### src/rtl/bus_arbiter.sv
// Arbitrates the core memory port between the LSU (m0) and IFU (m1), one transaction at a time.
// Optional macro ARB_RR_EN selects round-robin arbitration; default is fixed LSU priority.
module bus_arbiter #(
    parameter int unsigned ADDR_W  = 32,
    parameter int unsigned DATA_W  = 32,
    parameter int unsigned TIMEOUT = 16
) (
    input  logic                clk,
    input  logic                rst_n,
    input  logic                m0_req_i,
    input  logic                m0_we_i,
    input  logic [ADDR_W-1:0]   m0_addr_i,
    input  logic [DATA_W-1:0]   m0_wdata_i,
    input  logic [DATA_W/8-1:0] m0_wstrb_i,
    output logic                m0_gnt_o,
    output logic                m0_rvalid_o,
    output logic [DATA_W-1:0]   m0_rdata_o,
    output logic                m0_err_o,
    input  logic                m1_req_i,
    input  logic [ADDR_W-1:0]   m1_addr_i,
    input  logic                m1_flush_i,
    output logic                m1_gnt_o,
    output logic                m1_rvalid_o,
    output logic [DATA_W-1:0]   m1_rdata_o,
    output logic                m1_err_o,
    output logic                s_req_o,
    output logic                s_we_o,
    output logic [ADDR_W-1:0]   s_addr_o,
    output logic [DATA_W-1:0]   s_wdata_o,
    output logic [DATA_W/8-1:0] s_wstrb_o,
    input  logic                s_gnt_i,
    input  logic                s_rvalid_i,
    input  logic [DATA_W-1:0]   s_rdata_i,
    output logic                hold_req_o
);
    localparam int unsigned     CntW    = $clog2(TIMEOUT);
    localparam logic [CntW-1:0] CntLast = CntW'(TIMEOUT - 1);

    typedef enum logic [1:0] {StIdle, StReq, StRsp} state_e;

    state_e              state_q, state_d;
    logic                owner_q, owner_d;
    logic                we_q, we_d;
    logic [ADDR_W-1:0]   addr_q, addr_d;
    logic [DATA_W-1:0]   wdata_q, wdata_d;
    logic [DATA_W/8-1:0] wstrb_q, wstrb_d;
    logic [CntW-1:0]     cnt_q, cnt_d;
    logic                drop_q, drop_d;

    logic              sel;
    logic              any_req;
    logic              flush;
    logic              timeout;
    logic              rsp;
    logic              rsp_err;
    logic              deliver;
    logic [DATA_W-1:0] rdata_pass;

    assign any_req = m0_req_i | m1_req_i;
    assign flush   = m1_flush_i & owner_q;
    assign timeout = (cnt_q == CntLast);

`ifdef ARB_RR_EN
    // Master preferred on a tie; LSU out of reset, flips to the other master on every grant.
    logic prio_q, prio_d;

    always_comb begin
        sel    = (m0_req_i & m1_req_i) ? prio_q : m1_req_i;
        prio_d = prio_q;
        if ((state_q == StIdle) && any_req) begin
            prio_d = ~sel;
        end
    end

    always_ff @(posedge clk or negedge rst_n) begin
        if (!rst_n) begin
            prio_q <= 1'b0;
        end else begin
            prio_q <= prio_d;
        end
    end
`else
    assign sel = ~m0_req_i;
`endif

    always_comb begin
        state_d = state_q;
        owner_d = owner_q;
        we_d    = we_q;
        addr_d  = addr_q;
        wdata_d = wdata_q;
        wstrb_d = wstrb_q;
        cnt_d   = cnt_q;
        drop_d  = drop_q;
        rsp     = 1'b0;
        rsp_err = 1'b0;
        case (state_q)
            StIdle: begin
                if (any_req) begin
                    owner_d = sel;
                    we_d    = ~sel & m0_we_i;
                    addr_d  = sel ? m1_addr_i : m0_addr_i;
                    wdata_d = sel ? '0 : m0_wdata_i;
                    wstrb_d = sel ? '0 : m0_wstrb_i;
                    cnt_d   = '0;
                    drop_d  = 1'b0;
                    state_d = StReq;
                end
            end
            StReq: begin
                cnt_d = cnt_q + 1'b1;
                if (flush && !s_gnt_i) begin
                    state_d = StIdle;
                end else if (timeout) begin
                    state_d = StIdle;
                    rsp     = 1'b1;
                    rsp_err = 1'b1;
                end else if (s_gnt_i) begin
                    state_d = StRsp;
                    drop_d  = flush;
                end
            end
            StRsp: begin
                cnt_d  = cnt_q + 1'b1;
                drop_d = drop_q | flush;
                if (s_rvalid_i) begin
                    state_d = StIdle;
                    rsp     = 1'b1;
                end else if (timeout) begin
                    state_d = StIdle;
                    rsp     = 1'b1;
                    rsp_err = 1'b1;
                end
            end
            default: state_d = StIdle;
        endcase
    end

    always_ff @(posedge clk or negedge rst_n) begin
        if (!rst_n) begin
            state_q <= StIdle;
            owner_q <= 1'b0;
            we_q    <= 1'b0;
            addr_q  <= '0;
            wdata_q <= '0;
            wstrb_q <= '0;
            cnt_q   <= '0;
            drop_q  <= 1'b0;
        end else begin
            state_q <= state_d;
            owner_q <= owner_d;
            we_q    <= we_d;
            addr_q  <= addr_d;
            wdata_q <= wdata_d;
            wstrb_q <= wstrb_d;
            cnt_q   <= cnt_d;
            drop_q  <= drop_d;
        end
    end

    // A flushed IFU transaction still completes on the bus but is swallowed here.
    assign deliver    = rsp & ~(drop_q | flush);
    assign rdata_pass = (deliver & ~rsp_err) ? s_rdata_i : '0;

    // IDLE-state outputs are combinational on the request inputs, so mask them during reset.
    assign m0_gnt_o    = rst_n & (state_q == StIdle) & any_req & ~sel;
    assign m1_gnt_o    = rst_n & (state_q == StIdle) & any_req & sel;
    assign hold_req_o  = rst_n & ((state_q != StIdle) | any_req);

    assign m0_rvalid_o = deliver & ~owner_q;
    assign m0_err_o    = deliver & ~owner_q & rsp_err;
    assign m0_rdata_o  = owner_q ? '0 : rdata_pass;
    assign m1_rvalid_o = deliver & owner_q;
    assign m1_err_o    = deliver & owner_q & rsp_err;
    assign m1_rdata_o  = owner_q ? rdata_pass : '0;

    assign s_req_o   = (state_q == StReq);
    assign s_we_o    = s_req_o & we_q;
    assign s_addr_o  = s_req_o ? addr_q : '0;
    assign s_wdata_o = s_req_o ? wdata_q : '0;
    assign s_wstrb_o = s_req_o ? wstrb_q : '0;
endmodule

### config.mk
export PLATFORM = sky130hd
export DESIGN_NAME = bus_arbiter
export DESIGN_NICKNAME = d
export VERILOG_FILES = /design/src/rtl/bus_arbiter.sv
export SDC_FILE = /design/constraint.sdc
export NUM_CORES = 1
export LEC_CHECK = 0
export CAP_MARGIN = 20
export CORE_MARGIN = 4
export CORE_UTILIZATION = 37
export DETAILED_ROUTE_END_ITERATION = 7
export GPL_TIMING_DRIVEN = 0
export PLACE_DENSITY_LB_ADDON = 0.2
export SETUP_SLACK_MARGIN = 0.2
export SYNTH_ARGS = -nofsm -noshare
export SYNTH_HDL_FRONTEND = slang
export SYNTH_SLANG_ARGS = --single-unit
### constraint.sdc
create_clock -name clk -period 2.43 [get_ports clk]
set_input_delay 0.486 -clock clk [delete_from_list [all_inputs] [get_ports clk]]
set_output_delay 0.486 -clock clk [all_outputs]
set_load 0.005 [all_outputs]
Word level (Yosys, flattened, before mapping):

Index checks and enable logic that the tools add are counted.

* add/subtract/negate cells: 1
* multiply operators: 0
* div/mod/pow operators: 0
* magnitude comparators: 0
* equal/unequal tests: 9
* shift-type cells: 0
* mux-type cells: 29
* bitwise operators: 21
* reductions and logical operators: 11

Operators by type and width (count)
* 32-bit 2-to-1 mux: 7
* 1-bit AND: 14
* 2-bit 2-to-1 mux: 6
* 4-bit 2-to-1 mux: 3
* 1-bit 2-to-1 mux: 8
* 4-bit case mux with 2 select lines: 1
* 2-bit inequality test, second input constant: 3
* 2-bit case mux with 3 select lines: 1
* 5-bit AND reduction: 1
* 4-bit by 1-bit adder with 4-bit output, second input constant: 1
* 4-bit equality test, second input constant: 1
* 4-bit by 1-bit inequality test with 1-bit output, second input constant: 1
* 1-bit inverter: 4
* 1-bit case mux with 2 select lines: 2
* 2-bit AND reduction: 2
* 2-bit nonzero test: 2
* 3-bit inequality test, second input constant: 1
* 1-bit bitwise OR: 3
* 1-bit case mux with 3 select lines: 1
* 3-bit AND reduction: 1
* 3-bit nonzero test: 1
* 2-bit by 1-bit equality test with 1-bit output, second input constant: 1
* 2-bit equality test, second input constant: 1
* 2-bit logical NOT: 1
* 4 further kinds: 4

* register bits: 77
* bits in latches: 0
* memory bits (writable): 0
* memory bits (read-only): 0
* bits of input ports: 140
* output and inout bits: 141
* word-level logic and storage cells: 79
* memories kept: 0

Logic depth before layout (Yosys ltp):

Gate-level depths: netlist of the first run.

* depth after elaboration: 8
* gate-level depth with buffers: 7
* gate-level depth less buffers: 6

Worst setup path before layout of the first run:

OpenSTA, ideal clock, no wires.

* path type: reg-to-output
* from: register state_q[0]
* to: output m0_rdata_o[10]
* arrival: 1.580 ns
* required time: 1.944 ns
* slack: 0.364 ns
* stages on the path, launching flop included: 8
* buffers on the path: 2
* cell sequence: dfrtp_1 > inv_1 > ha_1 > buf_2 > nor3b_2 > and4_4 > buf_6 > and2_1

* longest elaborated chain between the ends: 6
* elaborated cells between the ends (all ways): 9
* those cells by class: 2 x eq/ne; 4 x mux; 3 x bitwise

Ends and longest elaborated chain
* from (decl): RTL line 41 `state_e state_q, state_d;`
* from (signal assigned): RTL line 141 `state_q <= StIdle;`
* from (signal assigned): RTL line 150 `state_q <= state_d;`
* 2-bit equality test or 2-bit by 1-bit equality test with 1-bit output (tied branches): RTL line 97 `case (state_q)`
* 1-bit case mux with 2 select lines: RTL line 97
* 1-bit AND or 1-bit inverter (tied branches): RTL line 162, 163
* 1-bit AND (*): RTL line 163 `assign rdata_pass = (deliver & ~rsp_err) ? s_rdata_i : '0;`
* 32-bit 2-to-1 mux (*): RTL line 163
* 32-bit 2-to-1 mux (*): RTL line 172 `assign m0_rdata_o = owner_q ? '0 : rdata_pass;`
* to (decl): RTL line 17 `output logic [DATA_W-1:0] m0_rdata_o,`

Mark *: on every way between the ends. The rest lies on a longest branch, timed or not.

Final worst setup path of the first run:

* from: register state_q[1]
* to: output m1_rdata_o[3]

* longest elaborated chain between the ends: 6
* elaborated cells between the ends (all ways): 9
* those cells by class: 2 x eq/ne; 4 x mux; 3 x bitwise

Ends and longest elaborated chain
* 2-bit equality test or 2-bit by 1-bit equality test with 1-bit output (tied branches): RTL line 97
* 1-bit case mux with 2 select lines: RTL line 97
* 1-bit AND or 1-bit inverter (tied branches): RTL line 162, 163
* 1-bit AND (*): RTL line 163
* 32-bit 2-to-1 mux (*): RTL line 163
* 32-bit 2-to-1 mux (*): RTL line 175 `assign m1_rdata_o = owner_q ? rdata_pass : '0;`
* to (decl): RTL line 24 `output logic [DATA_W-1:0] m1_rdata_o,`

Marked as above.

==> impl_metrics.ini, run 1 <==
[cts]
clk_pin_slew_worst_paths_ns = 0.06
ctsHtreeMaxLevel = 3
cts_inserted_buffers = 9
clk_path_buf_depth = 2
cts_root_buf = clkbuf_16
cts_tree = done
clk_latency_ns = 0.33
cts_sinks = 77
cts_hold_buffers = 0

[die]
io_pins = 281
core_area_um2 = 11420
die_y_um = 116.1
dieArea_um2 = 13470
initial_utilization_pct = 37.84
dieWidth_um = 116.1
fp-row-count = 39

[timing]
worst_slack_ns = -0.2871
fmax_ghz = 0.3680
period_minus_slack_ns = 2.717
tightest_slew_ns = 0.4703
final_max_slew_viol_count = 0
hold_viol_final = 0
skew_ns = 0.01048
fin_crit_sh_pct = 111.8
rsz0062_at_grt = yes
final-setup-viol-count = 109
maxSlewHeadroom_pct = 68.64

[logic_synthesis]
netlist_area_um2 = 4320
yosysWarnings = 0
synth_top_family_by_area = simple AND/OR/NAND/NOR gates
async_reset_ff_share_pct = 100.0
synth_most_common_cell = and2_1
syn_inst = 440
synthFlopType = dfrtp_1
netlist_top_cells_area = dfrtp_1, and2_1, a22o_1, mux2i_1, o21ai_0
synth_cell_types = 32
synthAdderAreaFrac_pct = 1.448
synth-xor-area-share_pct = 0
synth_seq_cells = 77
synthMuxAreaShare_pct = 8.167
ys_seq_area_share_pct = 44.60
syn_nets = 585
synth_compound_area_share_pct = 13.99
synth-simple-area-share_pct = 26.53
synth_edf_count = 0
synth_common_cells = and2_1, dfrtp_1, a22o_1, nand2_1, o21ai_0
yosysTopAreaCell = dfrtp_1
synth_area_per_cell_um2 = 9.819
yosys.area.top_type_share_pct = 44.60

[pwr]
cellPowerDensity_nw_per_um2 = 912.8
p_sw_share_pct = 34.74
power.share.clock_pct = 17.1
p_leak_nw = 4.228
seqPwrFrac_pct = 27.8
switchingPower_mw = 2.705
ir_drop_v = 0.0004736
p_int_mw = 5.080
power_frac_comb_pct = 55.1

[worst_setup_path]
worstPathArrival_ns = 2.23
slowest_stage = and4_4
worstSetupPathType = reg2out
r2r_start = state_q[0]$_DFFE_PN0P_
r2r_slack_ns = 0.32
crit_top_cell = buf_6
endpoint_kind = output port
worstPathMaxFanout = 8
critPathTopFamily = simple AND/OR/NAND/NOR gates
r2r-end = state_q[1]$_DFFE_PN0P_
path_cells = inv_2 -> ha_4 -> nor4b_4 -> and4_4 -> buf_6 -> buf_6 -> buf_6 -> and2_4 -> buf_6
crit_path_start_kind = register
crit_required_ns = 1.94
cp_slowest_stage_delay_ns = 0.38
crit_buf_inv = 5
r2r_cells = 10

[routing]
finalWirelength_um = 18750
viasPerCell = 5.006
wl_per_cell_um = 19.61
vias = 4786
drc_errors = 0
dr.pass1.iters = 4
final_antenna_net_count = 0
drt_iter0_drc = 264

[finish]
drive_gt1_share_pct = 43.54
syn_to_final_growth_pct = 97.39
antenna_cells = 0
finalInstanceArea_um2 = 8528
regArea_um2 = 1927
final_util_pct = 74.69
n_fill_cell = 807
final_nets = 953
multi_input_area_um2 = 2436

[global_routing]
grt_util_all_layers_pct = 24.47
grt_first_pass_wirelength_um = 25710
grt_pass1_vias = 4908
antenna_found_initial = 0
grt_max_degree = 44
grt-ovfl-total = 0

[run]
maxCapViolCount = 0

[worst_hold_path]
hold_path.class = in2async

[placed_design]
port_buffers = 280
dp_hpwl_um = 11880
routabilityCongestion = 0.7748
place_area_um2 = 7320

[run_status]
status = complete, but fails checks
violations = setup timing
state kept, by name, summed over array words and instances (netlist names):
register,flops
drop_q,1
state_q,2
owner_q,1
wstrb_q,4
cnt_q,4
addr_q,32
wdata_q,32
we_q,1
worst register-to-register path, delay by kind of cell (launching register included):
family          cells  cell delay (ns)
buf+inv             6             0.79
flops               1             0.39
mux                 1             0.33
compound gates      2             0.32
fa+ha+maj           1             0.18
stage by stage:
stage	hold slack [ns]	setup TNS (ns)	worst slack [ns]	cells	power [mW]
final	0.01088	-14.97	-0.2871	956	7.785
after global routing	0.03186	-20.82	-0.3221	956	8.260
after CTS	0.01710	-7.696	-0.2020	943	7.432
after detailed placement	0.4646	-45.25	-0.6827	864	5.350
after global placement	0.4544	-188.68	-2.535	863	5.217
after floorplan	0.1904	0	0.3635	440	3.689
power groups by stage:
stage | clock [mW] | combinational (mW) | sequential [mW]
after CTS | 1.35 | 3.93 | 2.15
after global placement | 0 | 3.08 | 2.14
after floorplan | 0 | 1.62 | 2.07
after detailed placement | 0 | 3.19 | 2.16
final | 1.33 | 4.29 | 2.16
after global routing | 1.41 | 4.62 | 2.23
area by class of cell:
| type | instances | area share, % |
|---|---|---|
| Clock inverter | 5 | 0.7042 |
| Timing Repair Buffer | 357 | 38.85 |
| Multi-Input combinational cell | 322 | 28.57 |
| Sequential cell | 77 | 22.59 |
| Inverter | 5 | 0.2201 |
| Buffer | 36 | 4.240 |
| Tap cell | 143 | 2.098 |
| Clock buffer | 11 | 2.729 |
placed cells by master, fill, tap and decap left out, drive strengths merged, types with 4 or more instances in the layout:
cell type	synthesis	routed
ha	5	5
a21oi	4	4
dlygate4sd2	0	4
inv	5	6
o21ai	40	40
nand2	38	38
a22o	38	38
mux2i	33	33
buf	22	234
dfrtp	77	77
and2	138	138
clkdlybuf4s50	0	135
clkbuf	14	27
cells by family after synthesis:
kind of cell             Yosys count
adder cells (fa/ha/maj)            5
AND/OR/NAND/NOR                  195
flip-flops                        77
buffers and inverters             41
AO/OA/AOI/OAI                     87
multiplexers                      35
how the worst max path moves through the flow:
| stage | startpoint | to | slack (ns) | cells past startpoint |
|---|---|---|---|---|
| 2_1_floorplan | state_q[0]$_DFFE_PN0P_ | m0_rdata_o[10] | 0.36 | 7 |
| 3_3_place_gp | rst_n | m0_gnt_o | -2.54 | 3 |
| 3_5_place_dp | m0_req_i | m1_gnt_o | -0.68 | 6 |
| 4_1_cts | state_q[1]$_DFFE_PN0P_ | m0_rdata_o[30] | -0.20 | 10 |
| 5_1_grt | state_q[1]$_DFFE_PN0P_ | m0_rdata_o[30] | -0.32 | 10 |
| 6_report | state_q[1]$_DFFE_PN0P_ | m1_rdata_o[3] | -0.29 | 9 |
layer usage:
layer	up-vias	GRT usage (%)	wire length (um)
li1	2230	-	-
met1	2290	27.23	6666
met2	220	46.38	10160
met3	46	6.527	1404
met4	0	5.491	511
met5	-	0	0
timing repair:
action	CTS	global route
buffers inserted	50	12
gates resized for setup	694	107
pin swaps	62	9
setup endpoints to repair	140	139
gates cloned	13	1
No activity file was read; power rests on OpenSTA's default activity.
==> run 2, diff against run 1 <==
==> constraint.sdc (replaced) <==
create_clock -name clk -period 2.89 [get_ports clk]
set_input_delay 0.578 -clock clk [delete_from_list [all_inputs] [get_ports clk]]
set_output_delay 0.578 -clock clk [all_outputs]
set_load 0.005 [all_outputs]
==> impl_metrics.ini, run 2 (synthesis gave the netlist of run 1 again) <==
[pwr]
cellPowerDensity_nw_per_um2 = 701.5
ir_drop_v = 0.0003793
p_int_mw = 3.960
switchingPower_mw = 2.028
seqPwrFrac_pct = 30.1
p_leak_nw = 4.858
power.share.clock_pct = 18.6
p_sw_share_pct = 33.87
power_frac_comb_pct = 51.2
finalPower_mw = 5.987

[cts]
clk_pin_slew_worst_paths_ns = 0.06
clk_latency_ns = 0.33
cts_root_buf = clkbuf_16
cts_inserted_buffers = 9
clk_path_buf_depth = 2
ctsHtreeMaxLevel = 3
cts_hold_buffers = 0
cts_tree = done
cts_sinks = 77

[timing]
fmax_ghz = 0.3442
skew_ns = 0.009545
hold_viol_final = 0
hold_ws_ns = 0.1372
rsz0062_at_grt = yes
final-setup-viol-count = 3
final_max_slew_viol_count = 0
worst_slack_ns = -0.01531
maxSlewHeadroom_pct = 69.23
period_minus_slack_ns = 2.905
tightest_slew_ns = 0.4616
fin_crit_sh_pct = 100.5

[die]
die_y_um = 116.1
core_area_um2 = 11420
initial_utilization_pct = 37.84
io_pins = 281
dieWidth_um = 116.1
dieArea_um2 = 13470
fp-row-count = 39

[placed_design]
dp.cells = 864
place_area_um2 = 7320
dp_hpwl_um = 11880
port_buffers = 280
routabilityCongestion = 0.7748

[worst_setup_path]
critPathTopFamily = buffers and inverters
crit_buf_inv = 7
worstPathArrival_ns = 2.33
cp_slowest_stage_delay_ns = 0.50
slowest_stage = clkdlybuf4s50_1
path_cells = clkdlybuf4s50_1 -> o211ai_4 -> and4_4 -> buf_6 -> buf_6 -> buf_6 -> buf_6 -> buf_6 -> and2_4 -> buf_6
crit_required_ns = 2.31
crit_path_start_kind = input port
endpoint_kind = output port
crit_top_cell = buf_6
worstSetupPathType = in2out
worstPathMaxFanout = 7

[finish]
finalInstanceArea_um2 = 8534
final_cell_mix = clkdlybuf4s50_1, and2_1, buf_6
reg_top3 = addr_q (32), wdata_q (32)
drive_gt1_share_pct = 28.37
antenna_cells = 0
final_nets = 933
final_cells = 936
syn_to_final_growth_pct = 97.54
n_fill_cell = 817
final_common_cell = clkdlybuf4s50_1

[routing]
vias = 4618
drc_errors = 0
viasPerCell = 4.934
drt_iter0_drc = 187
final_antenna_net_count = 0
dr.pass1.iters = 4
finalWirelength_um = 16920
wl_per_cell_um = 18.07

[global_routing]
grt-ovfl-total = 0
grt_util_all_layers_pct = 22.62
antenna_found_initial = 0
grt_max_degree = 44
grt_pass1_vias = 4747
grt_first_pass_wirelength_um = 23990

[run_status]
status = complete, but fails checks
violations = setup timing

[worst_hold_path]
hold_path.class = in2async

[run]
maxCapViolCount = 0
run 2: cell types whose count changed in the layout (fill, tap and decap cells not counted), sizes merged:
cell / before / now
dlymetal6s2s: 1 / 58
dlygate4sd2: 4 / 9
clkdlybuf4s15: 3 / 6
clkdlybuf4s50: 135 / 149
buf: 234 / 135
run 2: layer usage:
layer | global-route usage [%] | vias up | wire, um
met5 | 0 | - | 0
met4 | 6.187 | 0 | 286
met3 | 6.371 | 27 | 1291
met2 | 42.62 | 184 | 9211
met1 | 24.72 | 2217 | 6127
li1 | - | 2190 | -
run 2: through the flow:
stage / setup TNS [ns] / utilization, % / worst slack [ns]
after floorplan: 0 / - / 0.7315
after global placement: -126.62 / 63.95 / -2.259
after detailed placement: -11.47 / 64.10 / -0.4067
after CTS: 0 / 69.93 / 0.01781
after global routing: -0.8580 / 74.74 / -0.1184
final: -0.03520 / 74.74 / -0.01531
run 2: power by group through the flow:
stage / clock, mW / sequential [mW] / combinational [mW]
5_1_grt: 1.19 / 1.86 / 3.36
6_report: 1.11 / 1.80 / 3.07
3_5_place_dp: 0 / 1.82 / 2.68
4_1_cts: 1.14 / 1.80 / 2.96
3_3_place_gp: 0 / 1.80 / 2.59
2_1_floorplan: 0 / 1.74 / 1.36
run 2: timing repair:
| action | in CTS | in global routing |
|---|---|---|
| pin swaps | 18 | 19 |
| endpoints found under the setup margin | 140 | 128 |
| resized for setup | 272 | 210 |
| buffers inserted | 39 | 11 |
| cloned | 6 | 0 |
run 2: final timing paths:
| kind | startpoint | slack, ns | endpoint | cells after the start |
|---|---|---|---|---|
| min in group clk | addr_q[24]$_DFFE_PN0P_ | 0.48 | addr_q[24]$_DFFE_PN0P_ | 2 |
| max in group asynchronous | rst_n | 2.22 | state_q[0]$_DFFE_PN0P_ | 2 |
| worst max-delay path | s_gnt_i | -0.02 | m0_rdata_o[12] | 10 |
| worst min register to register | addr_q[24]$_DFFE_PN0P_ | 0.48 | addr_q[24]$_DFFE_PN0P_ | 2 |
| worst min-delay path | rst_n | 0.14 | addr_q[0]$_DFFE_PN0P_ | 1 |
| worst max register to register | cnt_q[0]$_DFFE_PN0P_ | 1.02 | drop_q$_DFFE_PN0P_ | 8 |
run 2: cell type report:
cell class / count / area [um2] / share of cell area [%]
repair buffers: 337 / 3492 / 40.92
flip-flops and latches: 77 / 1927 / 22.58
inverters: 5 / 18.77 / 0.2199
well taps: 143 / 178.9 / 2.096
multi-input cells: 322 / 2349 / 27.52
clock inverters: 5 / 60.06 / 0.7037
plain buffers: 36 / 276.5 / 3.240
clock buffers: 11 / 232.7 / 2.727
